[config.mk]
export PLATFORM = sky130hd
export DESIGN_NAME = hdmi_tmds_decode_flat
export DESIGN_NICKNAME = d
export VERILOG_FILES = /design/src/rtl/hdmi_pkg.sv /design/src/rtl/hdmi_tmds_decode_if.sv /design/src/rtl/hdmi_tmds_align.sv /design/src/rtl/hdmi_tmds_decode.sv /design/src/flat_wrapper.sv
export SDC_FILE = /design/constraint.sdc
export NUM_CORES = 1
export LEC_CHECK = 0
export CAP_MARGIN = 20
export CORE_ASPECT_RATIO = 0.5
export CORE_MARGIN = 2
export CORE_UTILIZATION = 45
export CTS_CLUSTER_DIAMETER = 60
export DETAILED_ROUTE_END_ITERATION = 7
export PLACE_DENSITY_LB_ADDON = 0.2
export SLEW_MARGIN = 20
export SYNTH_ARGS = -nofsm -noshare
export SYNTH_HDL_FRONTEND = slang
export SYNTH_HIERARCHICAL = 1
export SYNTH_SLANG_ARGS = --single-unit
[constraint.sdc]
create_clock -name clk -period 5 [get_ports clk]
set_clock_uncertainty 0.2 [all_clocks]
set_input_delay 1 -clock clk [delete_from_list [all_inputs] [get_ports clk]]
set_output_delay 1 -clock clk [all_outputs]
set_load 0.05 [all_outputs]
[src/rtl/hdmi_pkg.sv]
// Shared TMDS definitions: control tokens used by both encoder and decoder, alignment FSM states.
// Pure declarations; no latency or flow control.
package hdmi_pkg;

  localparam logic [9:0] CTRL_TOKEN_00 = 10'b1101010100;
  localparam logic [9:0] CTRL_TOKEN_01 = 10'b0010101011;
  localparam logic [9:0] CTRL_TOKEN_10 = 10'b0101010100;
  localparam logic [9:0] CTRL_TOKEN_11 = 10'b1010101011;

  typedef enum logic [1:0] {
    SEARCH = 2'd0,
    SLIP   = 2'd1,
    LOCKED = 2'd2
  } align_state_t;

  function automatic logic is_ctrl_token(input logic [9:0] sym);
    return (sym == CTRL_TOKEN_00) || (sym == CTRL_TOKEN_01) ||
           (sym == CTRL_TOKEN_10) || (sym == CTRL_TOKEN_11);
  endfunction

  // Returns {C1, C0} = {v_sync, h_sync} for a control token.
  function automatic logic [1:0] ctrl_bits(input logic [9:0] sym);
    logic [1:0] c;
    c = 2'b00;
    case (sym)
      CTRL_TOKEN_01: c = 2'b01;
      CTRL_TOKEN_10: c = 2'b10;
      CTRL_TOKEN_11: c = 2'b11;
      default:       c = 2'b00;
    endcase
    return c;
  endfunction

endpackage

[src/rtl/hdmi_tmds_decode_if.sv]
// TMDS channel bus: 10-bit symbol in, decoded video/control and alignment status out.
// Streaming, one symbol per clock; no backpressure.
interface hdmi_tmds_decode_if;
  logic [9:0] data_in;
  logic [7:0] data_out;
  logic       active;
  logic       h_sync;
  logic       v_sync;
  logic       locked;
  logic       bitslip;

  modport master (
    output data_in,
    input  data_out, active, h_sync, v_sync, locked, bitslip
  );

  modport slave (
    input  data_in,
    output data_out, active, h_sync, v_sync, locked, bitslip
  );
endinterface

[src/rtl/hdmi_tmds_align.sv]
// Word-alignment FSM: counts control-token runs, requests bit slips while searching, drops lock on silence.
// locked/bitslip are registered one edge after the qualifying run or expiry; no backpressure.
module hdmi_tmds_align
  import hdmi_pkg::*;
#(
  parameter int CTRL_RUN      = 8,
  parameter int SEARCH_WINDOW = 4096,
  parameter int SLIP_HOLD     = 16,
  parameter int LOSS_WINDOW   = 1048576
) (
  input  logic clk,
  input  logic reset,
  input  logic is_ctrl,
  output logic locked,
  output logic bitslip
);

  // The run counter must be able to hold CTRL_RUN itself to saturate there.
  localparam int RUN_W  = $clog2(CTRL_RUN + 1);
  localparam int WD_MAX = (SEARCH_WINDOW > LOSS_WINDOW) ? SEARCH_WINDOW : LOSS_WINDOW;
  localparam int WD_W   = (WD_MAX > 2) ? $clog2(WD_MAX) : 1;
  localparam int HOLD_W = (SLIP_HOLD > 2) ? $clog2(SLIP_HOLD) : 1;

  localparam logic [RUN_W-1:0]  RUN_FULL    = RUN_W'(CTRL_RUN);
  localparam logic [RUN_W-1:0]  RUN_LAST    = RUN_W'(CTRL_RUN - 1);
  localparam logic [WD_W-1:0]   SEARCH_LAST = WD_W'(SEARCH_WINDOW - 1);
  localparam logic [WD_W-1:0]   LOSS_LAST   = WD_W'(LOSS_WINDOW - 1);
  localparam logic [HOLD_W-1:0] HOLD_LAST   = HOLD_W'(SLIP_HOLD - 1);

  align_state_t      state, state_nxt;
  logic [RUN_W-1:0]  run_cnt;
  logic [WD_W-1:0]   wd, wd_nxt;
  logic [HOLD_W-1:0] hold, hold_nxt;
  logic              slip_nxt;
  logic              run_hit;

  // Only the transition into a full run counts, so a long blanking period yields one hit.
  assign run_hit = is_ctrl && (state != SLIP) && (run_cnt == RUN_LAST);

  always_ff @(posedge clk) begin
    if (reset || state == SLIP || !is_ctrl) begin
      run_cnt <= '0;
    end else if (run_cnt != RUN_FULL) begin
      run_cnt <= run_cnt + RUN_W'(1);
    end
  end

  always_comb begin
    state_nxt = state;
    wd_nxt    = wd + WD_W'(1);
    hold_nxt  = '0;
    slip_nxt  = 1'b0;
    case (state)
      SEARCH: begin
        if (run_hit) begin
          state_nxt = LOCKED;
          wd_nxt    = '0;
        end else if (wd == SEARCH_LAST) begin
          state_nxt = SLIP;
          wd_nxt    = '0;
          slip_nxt  = 1'b1;
        end
      end
      SLIP: begin
        wd_nxt   = '0;
        hold_nxt = hold + HOLD_W'(1);
        if (hold == HOLD_LAST) begin
          state_nxt = SEARCH;
          hold_nxt  = '0;
        end
      end
      LOCKED: begin
        // A run completing on the expiry cycle keeps the lock.
        if (run_hit) begin
          wd_nxt = '0;
        end else if (wd == LOSS_LAST) begin
          state_nxt = SEARCH;
          wd_nxt    = '0;
        end
      end
      default: begin
        state_nxt = SEARCH;
        wd_nxt    = '0;
      end
    endcase
  end

  always_ff @(posedge clk) begin
    if (reset) begin
      state   <= SEARCH;
      wd      <= '0;
      hold    <= '0;
      bitslip <= 1'b0;
      locked  <= 1'b0;
    end else begin
      state   <= state_nxt;
      wd      <= wd_nxt;
      hold    <= hold_nxt;
      bitslip <= slip_nxt;
      locked  <= (state_nxt == LOCKED);
    end
  end

endmodule

[src/rtl/hdmi_tmds_decode.sv]
// TMDS receive decoder: control tokens to h/v sync, data symbols to bytes, plus word alignment.
// Two-cycle decode latency (input register + output register); streaming, no backpressure.
module hdmi_tmds_decode
  import hdmi_pkg::*;
#(
  parameter int CTRL_RUN      = 8,
  parameter int SEARCH_WINDOW = 4096,
  parameter int SLIP_HOLD     = 16,
  parameter int LOSS_WINDOW   = 1048576
) (
  input logic               clk,
  input logic               reset,
  hdmi_tmds_decode_if.slave bus
);

  logic [9:0] sym_q;
  logic       sym_vld;
  logic       is_ctrl;
  logic [7:0] d;
  logic [7:0] dec;
  logic [7:0] data_q;
  logic       active_q;
  logic       h_sync_q;
  logic       v_sync_q;

  // sym_vld keeps the reset contents of sym_q from being decoded or counted as a token.
  always_ff @(posedge clk) begin
    if (reset) begin
      sym_q   <= '0;
      sym_vld <= 1'b0;
    end else begin
      sym_q   <= bus.data_in;
      sym_vld <= 1'b1;
    end
  end

  assign is_ctrl = sym_vld && is_ctrl_token(sym_q);
  assign d       = sym_q[9] ? ~sym_q[7:0] : sym_q[7:0];

  always_comb begin
    dec    = '0;
    dec[0] = d[0];
    for (int i = 1; i < 8; i++) begin
      dec[i] = sym_q[8] ? (d[i] ^ d[i-1]) : ~(d[i] ^ d[i-1]);
    end
  end

  always_ff @(posedge clk) begin
    if (reset) begin
      data_q   <= '0;
      active_q <= 1'b0;
      h_sync_q <= 1'b0;
      v_sync_q <= 1'b0;
    end else if (sym_vld) begin
      if (is_ctrl) begin
        active_q             <= 1'b0;
        {v_sync_q, h_sync_q} <= ctrl_bits(sym_q);
      end else begin
        active_q <= 1'b1;
        data_q   <= dec;
      end
    end
  end

  assign bus.data_out = data_q;
  assign bus.active   = active_q;
  assign bus.h_sync   = h_sync_q;
  assign bus.v_sync   = v_sync_q;

  hdmi_tmds_align #(
    .CTRL_RUN      (CTRL_RUN),
    .SEARCH_WINDOW (SEARCH_WINDOW),
    .SLIP_HOLD     (SLIP_HOLD),
    .LOSS_WINDOW   (LOSS_WINDOW)
  ) u_align (
    .clk     (clk),
    .reset   (reset),
    .is_ctrl (is_ctrl),
    .locked  (bus.locked),
    .bitslip (bus.bitslip)
  );

endmodule

[src/flat_wrapper.sv]
// flat-port wrapper written by rule: the top's interface ports become plain ports
module hdmi_tmds_decode_flat import hdmi_pkg::*;
#(
  parameter int CTRL_RUN      = 8,
  parameter int SEARCH_WINDOW = 4096,
  parameter int SLIP_HOLD     = 16,
  parameter int LOSS_WINDOW   = 1048576
)
  (clk, reset, bus_data_in, bus_data_out, bus_active, bus_h_sync, bus_v_sync, bus_locked, bus_bitslip);
  hdmi_tmds_decode_if bus_i ();
  input logic clk;
  input logic reset;
  input wire logic [$bits(bus_i.data_in)-1:0] bus_data_in;
  output wire logic [$bits(bus_i.data_out)-1:0] bus_data_out;
  output wire logic [$bits(bus_i.active)-1:0] bus_active;
  output wire logic [$bits(bus_i.h_sync)-1:0] bus_h_sync;
  output wire logic [$bits(bus_i.v_sync)-1:0] bus_v_sync;
  output wire logic [$bits(bus_i.locked)-1:0] bus_locked;
  output wire logic [$bits(bus_i.bitslip)-1:0] bus_bitslip;
  assign bus_i.data_in = bus_data_in;
  assign bus_data_out = bus_i.data_out;
  assign bus_active = bus_i.active;
  assign bus_h_sync = bus_i.h_sync;
  assign bus_v_sync = bus_i.v_sync;
  assign bus_locked = bus_i.locked;
  assign bus_bitslip = bus_i.bitslip;
  hdmi_tmds_decode #(.CTRL_RUN(CTRL_RUN), .SEARCH_WINDOW(SEARCH_WINDOW), .SLIP_HOLD(SLIP_HOLD), .LOSS_WINDOW(LOSS_WINDOW)) u_core (.clk(clk), .reset(reset), .bus(bus_i));
endmodule
==> results of run 1 <==
[cell usage after synthesis, types with 3 or more instances]
cell type,n
o31ai_1,5
nand3_1,9
nand2b_1,4
a211oi_1,4
nand2_1,11
inv_1,8
clkbuf_1,3
dfxtp_1,54
nand4_1,6
a31o_1,7
o21a_1,3
a21oi_1,6
xor2_1,10
buf_6,4
nor4_1,16
nor3_1,17
nor2b_1,10
or4_1,3
xnor2_1,19
nand3b_1,3
nor2_1,11
ha_1,4
[critical path: cells and delay by family, from the launching register on]
kind               cells  cell delay (ns)
AOI/OAI and AO/OA      1             0.10
DFF                    1             0.42
and+or+nand+nor        7             2.10
[path summary, 6_finish.rpt]
check                                         endpoint
worst max register to register   u_core/u_align/wd[10]
worst min register to register  u_core/u_align/hold[0]
worst min-delay path            u_core/u_align/hold[0]
worst max-delay path             u_core/u_align/wd[10]
[stage by stage]
stage	instances	utilization, %	cell area (um^2)	total power [mW]
after floorplan	252	-	2500	0.529
after global placement	342	51.3	2780	0.557
after detailed placement	342	51.3	2780	0.558
after CTS	350	53.0	2870	0.809
after global routing	350	53.0	2870	0.836
final	350	53.0	2870	0.799
[cell type report]
cell class | count | area [um^2] | share of cell area [%]
clock buffers | 6 | 82.6 | 2.87
clock inverters | 2 | 12.5 | 0.435
inverters | 9 | 33.8 | 1.18
multi-input cells | 180 | 1320 | 45.8
well taps | 73 | 91.3 | 3.18
repair buffers | 26 | 255 | 8.88
flip-flops and latches | 54 | 1080 | 37.6
[logic make-up (layout without fill, tap and decap cells)]
kind of cell | after synthesis | count (layout)
compound gates | 33 | 33
xor+xnor | 29 | 29
fa+ha+maj | 4 | 4
buf+inv | 18 | 43
flops | 54 | 54
mux | 1 | 1
simple gates | 113 | 113
[cell usage in the layout, fill, tap and decap left out, drive strengths merged, types with 2 or more instances in the layout]
master / netlist / final
a211oi: 5 / 5
a21oi: 6 / 6
a31o: 8 / 8
and3: 2 / 2
and4: 3 / 3
buf: 6 / 2
clkbuf: 3 / 6
clkdlybuf4s50: 0 / 24
dfxtp: 54 / 54
ha: 4 / 4
inv: 9 / 9
nand2: 11 / 11
nand2b: 5 / 5
nand3: 9 / 9
nand3b: 3 / 3
nand4: 7 / 7
nand4bb: 2 / 2
nor2: 11 / 11
nor2b: 10 / 10
nor3: 17 / 17
nor4: 18 / 18
o21a: 3 / 3
o31ai: 6 / 6
or2: 4 / 4
or3: 2 / 2
or3b: 3 / 3
or4: 3 / 3
xnor2: 19 / 19
xor2: 10 / 10
[registers in the layout, summed over array words and instances (netlist names)]
name / count
u_core/bus.h_sync: 1
u_core/u_align/state: 2
u_core/u_align/locked: 1
u_core/bus.v_sync: 1
u_core/bus.active: 1
u_core/sym_q: 10
u_core/u_align/run_cnt: 4
u_core/u_align/wd: 20
u_core/bus.data_out: 8
u_core/u_align/hold: 4
u_core/sym_vld: 1
u_core/u_align/bitslip: 1
[power by group through the flow]
stage	Sequential [mW]	Clock, mW	Combinational, mW
after floorplan	0.486	0	0.0431
after global placement	0.467	0	0.0894
after detailed placement	0.468	0	0.0901
after CTS	0.458	0.260	0.0906
after global routing	0.461	0.279	0.0968
final	0.458	0.251	0.0899
[layer usage]
metal / vias up / global-route usage, % / routed length, um
met4: 0 / 5.42 / 47
met3: 7 / 4.65 / 257
met2: 36 / 27.1 / 2100
li1: 972 / - / -
met5: - / 0 / 0
met1: 887 / 22.5 / 2370
==> out/results.tsv, run 1 <==
stage	metric	value	unit
setup_path	CP endpoint kind	flip-flop	
cts	clk_lat worst skew	0.30	ns
global_route	GRT Util Overall	17.0	%
pwr	Psw	0.203	mW
setup_path	crit start category	flip-flop	
final_layout	Fillers	487	
pwr	clock network power share	31.4	%
synth	combinational family with the most area after synthesis	simple AND/OR/NAND/NOR gates	
global_route	global-route wire length before repair	8.22	mm
setup_path	worst path cell trace	nand4bb_4 -> nor4b_1 -> a21oi_1 -> nor2_1 -> and4b_1 -> nor3_1 -> nor4_4 -> nor3_1	
final_layout	Inserted Diodes	0	
die	Die H	56.7	um
synth	post-synthesis sequential area ratio	43.3	%
sta	post-layout minimum cycle time	2.98	ns
place	post-placement worst setup slack	2.02	ns
pwr	peak supply drop	0.156	mV
setup_path	Reg-to-Reg Start	u_core/sym_q[8]	
sta	Sum Neg Setup Slack	0	ns
min_path	worst min path class	reg2reg	
die	Ports	25	
synth	Mean Syn Cell Area	9.91	um^2
run	maxcap violations	0	
setup_path	R2R cell count	8	
synth	number of synthesized flops with an enable pin	0	
synth	adder-cell share of the synthesized area	2.01	%
route	first drt pass iteration count	4	
route	DRT antenna net count	0	
pwr	leakage	0.941	nW
cts	Clock Pin Slew Worst Setup and Hold Paths	0.09	ns
global_route	GRT overflow	0	
route	routed vias	1902	
route	routed vias/inst	5.43	
synth	dominant synthesized flop cell	dfxtp_1	
synth	compound-gate portion of the synthesized area	10.6	%
pwr	sequential power share	57.4	%
setup_path	delay of the slowest critical-path stage	0.86	ns
setup_path	worst reg-to-reg setup slack	2.02	ns
synth	synth unique cells	50	
global_route	pin count of the biggest net entering global routing	28	
cts	Post-CTS Repair Setup Buffers	0	
synth	Yosys warning count	6	
sta	Final WS setup	2.02	ns
synth	Synth Area in XOR/XNOR	10.2	%
setup_path	CP Class	reg2reg	
sta	Worst Tran Pin Value	0.984	ns
cts	H-tree Lvls	2	
pwr	P_int	0.596	mW
sta	Max-slew headroom	33.9	%
route	Avg WL per Cell	13.7	um
final_layout	Area Overhead vs Synth	15.1	%
sta	period utilization	59.7	%
cts	Hold Buf Count CTS	0	
place	RD Place Congestion	0.785	
pwr	power density over the cells	278	nW/um^2
place	post-DP HPWL	3.32	mm
sta	Setup-failing EPs final	0	
synth	mux contribution to synthesized area	0.401	%
sta	Peak Freq	335	MHz
setup_path	worst path arrival time	2.94	ns
synth	Post-Syn Area	2500	um^2
synth	net count after synthesis	268	
min_path	worst hold stages	1	
global_route	number of global-route vias before repair	1825	
synth	flops & latches, synth	54	
synth	largest area contributor in the synthesized netlist	dfxtp_1	
synth	Simple-Gate Fraction of Synth Area	29.4	%
place	I/O Buffers	24	
sta	Final Hold Vio Count	0	
min_path	critical hold path startpoint	u_core/u_align/hold[0]	
pwr	Comb power frac	11.3	%
route	DRC Markers	0	
synth	synthesized instance count	252	
sta	unrepaired setup endpoints after global routing	false	
cts	CTS root buf	clkbuf_8	
synth	Synth area leaders	dfxtp_1 (43%), xnor2_1 (6.7%), nor4_1 (4.0%)	
sta	WHS	0.258	ns
cts	post-cts resize count	0	
final_layout	layout cells sized above 1	10.1	%
setup_path	data required time of the worst path	4.96	ns
cts	CTS tree	built	
route	DRC marker count from the first detailed-route iteration	74	
setup_path	Worst Path Max Fanout	18	
global_route	initial antenna violation count	0	
cts	Num CTS Buffers	5	
final_layout	layout net count	292	
die	core area	5420	um^2
setup_path	crit path launch	u_core/sym_q[8]	
pwr	Sw Ratio	25.4	%
cts	clock tree buffer depth	2	
synth	fraction of registers with async set/reset	0	%
die	Die Width	109	um
setup_path	Slowest-stage cell, CP	nor4_4	
die	die area	6190	um^2
synth	area share of the largest cell type after synthesis	43.3	%
cts	Clock Sinks	54	
setup_path	Worst path most repeated cell	nor3_1	
route	drt total wl	4.78	mm
status	status	finished, final reports clean	
die	Core Rows	19	
sta	Pins Over Slew Limit	0	
die	initial core utilization	46.1	%
Power figures use the tool's default switching activity.
==> run 2: changes to the inputs <==
==> constraint.sdc (replaced) <==
create_clock -name clk -period 3.03 [get_ports clk]
set_clock_uncertainty 0.2 [all_clocks]
set_input_delay 0.606 -clock clk [delete_from_list [all_inputs] [get_ports clk]]
set_output_delay 0.606 -clock clk [all_outputs]
set_load 0.05 [all_outputs]
==> run 2 against run 1 <==
Design area is 0.39% lower. Total power is 60% higher. Critical path type unchanged. Count of clock-buffer cells in the layout is 1 higher. Die area stayed put. Via count is 0.42% lower. First-iteration DRC count is 47% lower. Sequential share of layout area is 0.15 points higher. Non-clock buffer count is 1 higher. Routed wire length is 0.98% higher. Sequential power is 65% higher. Register-to-register slack worse by 1.6 ns.
==> out/results.tsv, run 2 (synthesis gave the netlist of run 1 again) <==
stage	metric	value	unit
status	status	finished, final reports clean	
run	maxcap violations	0	
die	core area	5420	um^2
setup_path	Worst Path Max Fanout	18	
pwr	leakage	0.938	nW
cts	Num CTS Buffers	5	
final_layout	layout cells sized above 1	9.39	%
global_route	number of global-route vias before repair	1857	
cts	CTS root buf	clkbuf_8	
min_path	worst hold stages	1	
die	Core Rows	19	
setup_path	CP endpoint kind	flip-flop	
route	drt total wl	4.83	mm
sta	WHS	0.251	ns
place	RD Place Congestion	0.818	
pwr	sequential power share	59.1	%
route	Avg WL per Cell	13.8	um
cts	Clock Sinks	54	
route	DRC marker count from the first detailed-route iteration	39	
final_layout	layout net count	293	
sta	Worst Tran Pin Value	0.530	ns
setup_path	RR Endpoint	u_core/u_align/wd[17]	
pwr	peak supply drop	0.197	mV
cts	CTS tree	built	
setup_path	Reg-to-Reg Start	u_core/sym_q[8]	
global_route	global-route wire length before repair	8.47	mm
setup_path	crit start category	flip-flop	
final_layout	most common cell after layout, fill and taps aside	dfxtp_1	
min_path	worst min path class	reg2reg	
min_path	Hold EP	u_core/u_align/hold[0]	
route	routed vias	1894	
sta	period utilization	86.7	%
global_route	GRT Util Overall	17.6	%
sta	post-layout minimum cycle time	2.63	ns
sta	unrepaired setup endpoints after global routing	false	
setup_path	worst reg-to-reg setup slack	0.40	ns
pwr	Sw Ratio	25.1	%
setup_path	CP Class	reg2reg	
pwr	P_int	0.958	mW
route	first drt pass iteration count	4	
cts	clock tree buffer depth	2	
cts	Post-CTS Repair Setup Buffers	0	
global_route	pin count of the biggest net entering global routing	22	
final_layout	Inserted Diodes	0	
route	DRC Markers	0	
setup_path	data required time of the worst path	3.01	ns
sta	Pins Over Slew Limit	0	
pwr	power density over the cells	447	nW/um^2
global_route	initial antenna violation count	0	
place	post-DP HPWL	3.44	mm
cts	Clock Pin Slew Worst Setup and Hold Paths	0.09	ns
global_route	GRT overflow	0	
pwr	Psw	0.321	mW
pwr	clock network power share	29.4	%
sta	Setup-failing EPs final	0	
min_path	critical hold path startpoint	u_core/u_align/hold[0]	
cts	Hold Buf Count CTS	0	
final_layout	largest reg by FF count	u_core/u_align/wd	
cts	H-tree Lvls	2	
place	I/O Buffers	24	
cts	clk_lat worst skew	0.30	ns
final_layout	Fillers	517	
cts	post-cts resize count	0	
sta	Max-slew headroom	64.4	%
sta	Peak Freq	381	MHz
setup_path	worst path arrival time	2.61	ns
sta	Sum Neg Setup Slack	0	ns
die	Die H	56.7	um
setup_path	R2R cell count	9	
route	routed vias/inst	5.41	
final_layout	Area Overhead vs Synth	14.7	%
final_layout	commonest non-fill, non-tap cells in the layout	dfxtp_1 (54), clkdlybuf4s50_1 (24), xnor2_1 (19), nor3_1 (17), nor4_1 (16)	
pwr	Comb power frac	11.5	%
die	Die Width	109	um
die	initial core utilization	46.1	%
sta	Final Hold Vio Count	0	
route	DRT antenna net count	0	
final_layout	max FFs per register	20	
die	die area	6190	um^2
die	Ports	25	
[run 2: changes by cell type in the layout (fill, tap and decap cells not counted), sizes merged]
cell / before / now
clkinvlp: 1 / 0
clkinv: 1 / 0
buf: 2 / 3
clkbuf: 6 / 7
[run 2: power by group through the flow]
stage	logic, mW	registers (mW)	clock network [mW]
2_1_floorplan	0.0711	0.802	0
3_3_place_gp	0.147	0.771	0
3_5_place_dp	0.148	0.772	0
4_1_cts	0.149	0.756	0.392
5_1_grt	0.159	0.760	0.432
6_report	0.147	0.756	0.376
[run 2: final cells by class]
class | count | area, um^2 | area share (%)
clock buffer | 7 | 76.3 | 2.67
inverter | 9 | 33.8 | 1.18
multi-input combinational | 180 | 1320 | 46.0
sequential | 54 | 1080 | 37.8
tap | 73 | 91.3 | 3.19
timing repair buffer | 27 | 263 | 9.18
[run 2: worst max-delay path by stage]
stage | startpoint | endpoint | slack [ns]
finish | u_core/sym_q[8] | u_core/u_align/wd[17] | 0.40
global route | u_core/sym_q[8] | u_core/u_align/wd[17] | 0.11
CTS | u_core/sym_q[8] | u_core/u_align/wd[2] | 0.41
detailed placement | u_core/sym_q[8] | u_core/u_align/wd[2] | 0.42
global placement | u_core/sym_q[8] | u_core/u_align/wd[17] | 0.51
floorplan | u_core/sym_q[8] | u_core/u_align/wd[5] | 0.53
[run 2: worst max-delay path, stage by stage, from the launching register on]
cell and delay, ns:
dfxtp_1 0.42, nand4bb_4 0.31, nor4b_1 0.32, a21oi_1 0.12, nor2_1 0.14, and4b_1 0.29
nor3_1 0.11, nor4_4 0.26, buf_4 0.28, a211oi_1 0.07
[run 2: metrics by stage]
stage               std cells  worst slack, ns  total power [mW]  utilization [%]  cell area, um^2
floorplan                 252            0.527             0.873                -             2500
global placement          343            0.513             0.918             51.4             2790
detailed placement        343            0.418             0.920             51.4             2790
CTS                       350            0.408              1.30             52.8             2860
global route              350            0.113              1.35             52.8             2860
finish                    350            0.404              1.28             52.8             2860
[run 2: per-layer routing]
metal | part of all wire, % | routed length, um | vias up | GRT usage, %
met5 | 0 | 0 | - | 0
met4 | 0.44 | 21 | 0 | 3.80
met3 | 4.5 | 216 | 2 | 6.74
met2 | 48 | 2300 | 25 | 28.6
met1 | 47 | 2290 | 896 | 22.4
li1 | - | - | 971 | -
==> run 3: changes to the inputs <==
--- a/config.mk
+++ b/config.mk
@@ -17,3 +17,4 @@
 export SYNTH_HDL_FRONTEND = slang
 export SYNTH_HIERARCHICAL = 1
 export SYNTH_SLANG_ARGS = --single-unit
+export TNS_END_PERCENT = 1
==> results of run 3 <==
No change in the layout: final DEF, timing and power equal those of run 2.
